[src/rtl/jesd_flat_pkg.sv]
// Purpose: shared types and helpers for the JESD204C lane gearbox flattener.
// Latency: n/a (types and constant functions only).
// Backpressure: n/a.
package jesd_flat_pkg;

    // Alignment FSM: SEARCH discards beats until a start marker is seen,
    // RUN assembles words.
    typedef enum logic {
        SEARCH = 1'b0,
        RUN    = 1'b1
    } state_t;

    // Beat counter width. RATIO is a power of two and at least 2, so the
    // counter wraps naturally from RATIO-1 back to 0.
    function automatic int cnt_width(input int ratio);
        return $clog2(ratio);
    endfunction

    // LSB position of (lane, beat) inside the flattened output word.
    // Each lane owns a contiguous RATIO*lane_width slice, with the earliest
    // beat at the bottom of that slice.
    function automatic int slice_lsb(input int lane, input int beat,
                                     input int lane_width, input int ratio);
        return lane * lane_width * ratio + beat * lane_width;
    endfunction

endpackage

[src/rtl/jesd_lane_accumulator.sv]
// Purpose: per-lane RATIO x LANE_WIDTH beat store with a bypass of the current beat.
// Latency: word is combinational (current beat bypassed); stored slices update on the clock.
// Backpressure: none, a write is accepted whenever wr_en is high.
// Ports: aclk/aresetn clock and async active-low reset; wr_en/beat_idx/beat_dat
//        write one beat into slice beat_idx; word is the assembled lane word.
module jesd_lane_accumulator
    import jesd_flat_pkg::*;
#(
    parameter int LANE_WIDTH = 32,
    parameter int RATIO      = 4,
    parameter int CW         = cnt_width(RATIO)
) (
    input  logic                          aclk,
    input  logic                          aresetn,
    input  logic                          wr_en,
    input  logic [CW-1:0]                 beat_idx,
    input  logic [LANE_WIDTH-1:0]         beat_dat,
    output logic [LANE_WIDTH*RATIO-1:0]   word
);

    logic [RATIO-1:0][LANE_WIDTH-1:0] slice;
    logic [RATIO-1:0][LANE_WIDTH-1:0] assembled;

    always_ff @(posedge aclk or negedge aresetn) begin
        if (!aresetn) begin
            slice <= '0;
        end else if (wr_en) begin
            slice[beat_idx] <= beat_dat;
        end
    end

    // The final beat of a word is still on the input bus when the word
    // completes, so it is merged in here rather than waiting a cycle.
    always_comb begin
        assembled           = slice;
        assembled[beat_idx] = beat_dat;
    end

    assign word = assembled;

endmodule

[src/rtl/jesd_lane_gearbox_flattener.sv]
// Purpose: gathers RATIO per-lane JESD204C beats into one wide sample word, aligned on tuser.
// Latency: 1 cycle from the final beat of a word to m_axis_tvalid.
// Backpressure: input cannot stall; a completed word with no free output slot is dropped and flags overflow.
// Ports: s_axis_* per-lane input beats (tuser = start of multiframe), m_axis_* flattened
//        output stream, overflow/realigned sticky flags cleared by clear_status, aligned = in RUN.
// Config: define JESD_FLAT_SKID_EN for a 2-entry output buffer instead of a single register.
module jesd_lane_gearbox_flattener
    import jesd_flat_pkg::*;
#(
    parameter  int NUM_LANES  = 2,
    parameter  int LANE_WIDTH = 32,
    parameter  int RATIO      = 4,
    localparam int IN_WIDTH   = NUM_LANES * LANE_WIDTH,
    localparam int OUT_WIDTH  = IN_WIDTH * RATIO
) (
    input  logic                 aclk,
    input  logic                 aresetn,
    input  logic [IN_WIDTH-1:0]  s_axis_tdata,
    input  logic                 s_axis_tvalid,
    input  logic                 s_axis_tuser,
    output logic [OUT_WIDTH-1:0] m_axis_tdata,
    output logic                 m_axis_tvalid,
    input  logic                 m_axis_tready,
    output logic                 overflow,
    output logic                 realigned,
    output logic                 aligned,
    input  logic                 clear_status
);

    localparam int            CW   = cnt_width(RATIO);
    localparam logic [CW-1:0] LAST = CW'(RATIO - 1);

    state_t          state, state_nxt;
    logic [CW-1:0]   cnt, cnt_nxt;
    logic [CW-1:0]   beat_idx;
    logic            wr_en;
    logic            complete;
    logic            realign_evt;
    logic            push;
    logic            drop;
    logic            pop;
    logic [OUT_WIDTH-1:0] asm_word;

    always_ff @(posedge aclk or negedge aresetn) begin
        if (!aresetn) begin
            state <= SEARCH;
            cnt   <= '0;
        end else begin
            state <= state_nxt;
            cnt   <= cnt_nxt;
        end
    end

    always_comb begin
        state_nxt   = state;
        cnt_nxt     = cnt;
        wr_en       = 1'b0;
        beat_idx    = cnt;
        complete    = 1'b0;
        realign_evt = 1'b0;
        case (state)
            SEARCH: begin
                if (s_axis_tvalid && s_axis_tuser) begin
                    wr_en     = 1'b1;
                    beat_idx  = '0;
                    cnt_nxt   = CW'(1);
                    state_nxt = RUN;
                end
            end
            RUN: begin
                if (s_axis_tvalid) begin
                    wr_en = 1'b1;
                    // A marker anywhere but beat 0 restarts the word; this
                    // includes the last beat, so that word never completes.
                    if (s_axis_tuser && cnt != '0) begin
                        realign_evt = 1'b1;
                        beat_idx    = '0;
                        cnt_nxt     = CW'(1);
                    end else if (cnt == LAST) begin
                        complete = 1'b1;
                        cnt_nxt  = '0;
                    end else begin
                        cnt_nxt = cnt + 1'b1;
                    end
                end
            end
            default: state_nxt = SEARCH;
        endcase
    end

    for (genvar i = 0; i < NUM_LANES; i++) begin : g_lane
        jesd_lane_accumulator #(
            .LANE_WIDTH (LANE_WIDTH),
            .RATIO      (RATIO),
            .CW         (CW)
        ) u_acc (
            .aclk     (aclk),
            .aresetn  (aresetn),
            .wr_en    (wr_en),
            .beat_idx (beat_idx),
            .beat_dat (s_axis_tdata[i*LANE_WIDTH +: LANE_WIDTH]),
            .word     (asm_word[slice_lsb(i, 0, LANE_WIDTH, RATIO) +: LANE_WIDTH*RATIO])
        );
    end

    assign pop = m_axis_tvalid & m_axis_tready;

`ifdef JESD_FLAT_SKID_EN
    // Two-entry FIFO; ent0 is always the head presented downstream.
    logic [OUT_WIDTH-1:0] ent0, ent1;
    logic [1:0]           occ;

    assign push = complete && (occ != 2'd2 || pop);
    assign drop = complete && !push;

    always_ff @(posedge aclk or negedge aresetn) begin
        if (!aresetn) begin
            ent0 <= '0;
            ent1 <= '0;
            occ  <= '0;
        end else begin
            case ({push, pop})
                2'b11: begin
                    if (occ == 2'd1) begin
                        ent0 <= asm_word;
                    end else begin
                        ent0 <= ent1;
                        ent1 <= asm_word;
                    end
                end
                2'b10: begin
                    if (occ == 2'd0) ent0 <= asm_word;
                    else             ent1 <= asm_word;
                    occ <= occ + 2'd1;
                end
                2'b01: begin
                    ent0 <= ent1;
                    occ  <= occ - 2'd1;
                end
                default: ;
            endcase
        end
    end

    assign m_axis_tvalid = (occ != 2'd0);
    assign m_axis_tdata  = ent0;
`else
    logic                 out_vld;
    logic [OUT_WIDTH-1:0] out_dat;

    // The register is free when empty or when its word leaves this cycle.
    assign push = complete && (!out_vld || pop);
    assign drop = complete && !push;

    always_ff @(posedge aclk or negedge aresetn) begin
        if (!aresetn) begin
            out_vld <= 1'b0;
            out_dat <= '0;
        end else if (push) begin
            out_vld <= 1'b1;
            out_dat <= asm_word;
        end else if (pop) begin
            out_vld <= 1'b0;
        end
    end

    assign m_axis_tvalid = out_vld;
    assign m_axis_tdata  = out_dat;
`endif

    // Set beats clear when both land on the same edge.
    always_ff @(posedge aclk or negedge aresetn) begin
        if (!aresetn) begin
            overflow  <= 1'b0;
            realigned <= 1'b0;
        end else begin
            overflow  <= (overflow  & ~clear_status) | drop;
            realigned <= (realigned & ~clear_status) | realign_evt;
        end
    end

    assign aligned = (state == RUN);

endmodule

[config.mk]
export PLATFORM = sky130hd
export DESIGN_NAME = jesd_lane_gearbox_flattener
export DESIGN_NICKNAME = d
export VERILOG_FILES = /design/src/rtl/jesd_flat_pkg.sv /design/src/rtl/jesd_lane_accumulator.sv /design/src/rtl/jesd_lane_gearbox_flattener.sv
export SDC_FILE = /design/constraint.sdc
export NUM_CORES = 1
export LEC_CHECK = 0
export CORE_MARGIN = 5
export CORE_UTILIZATION = 40
export CTS_CLUSTER_DIAMETER = 80
export DETAILED_ROUTE_END_ITERATION = 7
export GPL_ROUTABILITY_DRIVEN = 0
export GPL_TIMING_DRIVEN = 1
export SYNTH_ARGS = -nofsm -noshare
export SYNTH_HDL_FRONTEND = slang
export SYNTH_SLANG_ARGS = --single-unit
[constraint.sdc]
create_clock -name aclk -period 3.96 [get_ports aclk]
set_input_delay 0.792 -clock aclk [delete_from_list [all_inputs] [get_ports aclk]]
set_output_delay 0.792 -clock aclk [all_outputs]
set_load 0.005 [all_outputs]
==> summary.md <==
| Metric | Value |
|---|---|
| Status | complete, no violations |
| Yosys warnings | 0 |
| CP peak stage delay | about 0.49 ns |
| Placed wire-length estimate | between 30000 and 40000 um |
| FF+latch area | between 10000 and 15000 um^2 |
| Global Route Usage Sum | 20.5% |
| Final ANT Viol Nets | 0 |
| Drt first pass iters | 4 |
| RSZ-0062 raised after global routing | no |
| CTS Root Cell | clkbuf_16 |
| CTS resizes | 0 |
| Congestion Overflow GR | 0 |
| Die X | approximately 250 um |
| Leak | ~12 nW |
| Post-synthesis cell type count | 32 |
| Maximum VDD drop | between 0.0003 and 0.0004 V |
| Detailed Route WL | 64800 um |
| First-pass GRT wire length | just over 100000 um |
| Hold WC Path Type | input pin to asynchronous set/reset pin |
| Worst-skew pair later-pin latency | roughly 0.60 ns |
| Worst Clk Skew | approximately 0.019 ns |
| Initial core utilization | 40.4% |
| Initial DRC Count | between 900 and 1000 |
| Pwr per Cell Area | 864 nW/um^2 |
| R2r endpoint | g_lane[0].u_acc.slice[18] |
| Core area | 56400 um^2 |
| DR WL/cell | 23.0 um |
| Area Overhead vs Synth | 25.6% |
| Via Count | about 15000 |
| # DRC | 0 |
| Final period util | between 60 and 70% |
| R2R Path Start | cnt[1] |
| I/O pin cnt | 330 |
| Worst Setup EP | g_lane[0].u_acc.slice[18] |
| Routed vias/inst | roughly 5.5 |
| Gr busiest metal | met2 |
| Post-Syn Instances | ~1700 |
| Hold buffers post-CTS | 0 |
| Slew @ Worst Pin | 0.748 ns |
| Critical Path AT | around 3.2 ns |
| Worst path bufs/invs | 2 |
| Largest family of logic cells by synthesized area | compound AO/OA/AOI/OAI gates |
| Die area | between 60000 and 70000 um^2 |
| Final hold violation count | 0 |
| Vias in the first global route | around 16000 |
| Crit path depth | 7 |
| Postcts setup bufs | 0 |
| Multi-input gate area | slightly above 9000 um^2 |
| Endpoints failing setup | 0 |
| Slowest-stage cell, CP | nand2_4 |
| WP data required | about 4.4 ns |
| Final nets | roughly 2100 |
| R2R depth | 7 |
| Synth Register Bits | a little over 500 |
| Clk buf depth | 3 |
| Critical path class | flip-flop to flip-flop |
| Final core utilization | approximately 51% |
| Synth Area in Adders | less than 1% |
| CP Capture Type | flip-flop |
| Clock transition at path regs | 0.07 ns |
| Mux contribution to synthesized area | between 10% and 20% |
| Share of cells above drive strength 1 | ~28% |
| Synthesized area | around 23000 um^2 |
| Post-Synth Simple-Gate Area | around 4.7% |
| R2R Setup Slk | between 1 and 1.5 ns |
| TritonCTS buffer count | 56 |
| Setup TNS | 0 ns |
| Post-synthesis compound-gate area fraction | a little over a fifth |
| Met3 Usage GRT | about 4.7% |
| Maximum fanout along the worst path | 33 |
| Site Rows | 87 |
| Syn Nets | between 1500 and 2000 |
| Die height | ~250 um |
| Clock Sinks | between 500 and 600 |
| Minimum clock period after layout | roughly 2.8 ns |
| Max-cap violations | 0 |
| Final number of max-transition violations | 0 |
| Fillers | roughly 5000 |
| Slew HR | between 50% and 60% |
| Fin cells | roughly 2800 |
| XOR/XNOR Fraction of Synth Area | 0% |
| Grt met2 use | approximately 33% |
| Avg Cell Area, Syn | 13.2 um^2 |
| Post-placement cell count | approximately 2700 |
| Antenna violations before repair | 2 |
| Critical Path Source Type | flip-flop |
| CP Launch Point | cnt[1] |
| Top Family by Delay on Critical Path | simple AND/OR/NAND/NOR gates |
| Largest net degree at the start of global routing | about 130 |
| H-tree depth | 2 |
| Seq/Total Area, Yosys | a little under three fifths |
| Port-buffer cells | roughly 330 |
| Fmax | around 360 MHz |
| CTS tree | done |
| Met1 Usage GRT | between 20 and 30% |
| Crit path cell chain | inv_1, ha_1, and2_1, o22ai_1, nand2_4, buf_12, mux2_2 |
## layout by cell type (no fill, tap or decap), types with 4 or more instances in the layout
cell type | netlist | routed
buf_4 | 15 | 26
clkdlybuf4s50_1 | 0 | 328
a21oi_1 | 256 | 256
dfrtp_1 | 518 | 518
nand2b_1 | 4 | 4
mux2_1 | 26 | 26
buf_12 | 0 | 16
clkinv_2 | 0 | 10
clkbuf_16 | 0 | 57
clkbuf_1 | 64 | 16
clkbuf_8 | 0 | 14
a2bb2oi_2 | 210 | 210
mux2_2 | 230 | 230
nand2_1 | 261 | 261
inv_1 | 6 | 6
a2bb2oi_1 | 46 | 46
## worst min path at each step
stage / start / end / cells after the start
global placement: g_lane[0].u_acc.slice[59] / g_lane[0].u_acc.slice[59] / 1
floorplan: g_lane[0].u_acc.slice[44] / g_lane[0].u_acc.slice[44] / 1
global route: aresetn / m_axis_tdata[18] / 1
finish: aresetn / m_axis_tdata[18] / 1
CTS: aresetn / m_axis_tdata[91] / 1
detailed placement: g_lane[0].u_acc.slice[42] / g_lane[0].u_acc.slice[42] / 1
## kinds of logic after synthesis
logic type                 after synthesis
AOI/OAI and AO/OA                      530
adders and majority gates                2
buffers and inverters                  139
DFF                                    518
muxes                                  256
and+or+nand+nor                        274
## per-layer routing
| layer | vias to the layer above | routed length [um] |
|---|---|---|
| li1 | 6801 | - |
| met1 | 8115 | 29900 |
| met2 | 357 | 30200 |
| met3 | 74 | 3530 |
| met4 | 2 | 1080 |
| met5 | - | 20 |
## worst reg2reg max path, cell delays in order (launching register included)
cell and delay (ns):
dfrtp_1 0.48, inv_1 0.15, ha_1 0.35, and2_1 0.28
o22ai_1 0.14, nand2_4 0.49, buf_12 0.31, mux2_2 0.45
## Yosys cell counts
master | count | share of area (%)
o21ai_2 | 1 | 0.038
and2_1 | 2 | 0.055
buf_6 | 28 | 1.4
o22ai_1 | 3 | 0.082
inv_1 | 6 | 0.099
buf_2 | 25 | 0.55
and3_1 | 1 | 0.027
clkbuf_1 | 64 | 1.1
nand2b_1 | 4 | 0.11
o21ai_0 | 1 | 0.022
o32ai_1 | 1 | 0.038
o22ai_2 | 1 | 0.055
buf_4 | 15 | 0.49
ha_1 | 2 | 0.11
buf_1 | 1 | 0.016
a21o_1 | 3 | 0.099
a21oi_1 | 256 | 5.6
a22o_1 | 1 | 0.038
a22oi_2 | 1 | 0.055
o21a_1 | 1 | 0.033
o2111ai_1 | 1 | 0.038
dfrtp_1 | 518 | 57
nand2_1 | 261 | 4.3
a2bb2oi_1 | 46 | 1.8
nand2_2 | 2 | 0.055
o2bb2ai_1 | 1 | 0.038
a21oi_4 | 3 | 0.21
a2bb2oi_2 | 210 | 14
mux2_1 | 26 | 1.3
nor2_4 | 3 | 0.15
mux2_2 | 230 | 11
and2_2 | 1 | 0.033
## flip-flops by register name (all words and copies together), names as in the netlist
| register | count |
|---|---|
| g_lane.u_acc.slice | 256 |
| realigned | 1 |
| m_axis_tvalid | 1 |
| m_axis_tdata | 256 |
| cnt | 2 |
| aligned | 1 |
| overflow | 1 |
## where the power goes
part | total, W | switching (W) | leakage, nW | internal [W]
sequential | 0.00992 | 0.00193 | 6.03 | 0.00799
clock | 0.00515 | 0.00212 | 0.894 | 0.00303
combinational | 0.00964 | 0.00393 | 5.19 | 0.00571
## cell type report
cell class / instances / area share (%)
diodes: 1 / 0.00875
clock buffers: 87 / 5.87
clock inverters: 14 / 0.442
inverters: 6 / 0.0787
multi-input cells: 1062 / 31.6
flip-flops and latches: 518 / 45.3
well taps: 756 / 3.31
repair buffers: 371 / 13.3
## metrics by stage
stage               hold slack (ns)  total power (W)  cell area [um^2]  setup WS (ns)
floorplan                     0.458           0.0149             22800           1.97
global placement              0.467           0.0195             26800          0.926
detailed placement            0.475           0.0198             26800          0.906
CTS                           0.202           0.0250             28600           1.21
global route                  0.218           0.0262             28600           1.06
finish                        0.189           0.0247             28600           1.20
(Power assumes the default switching activity.)
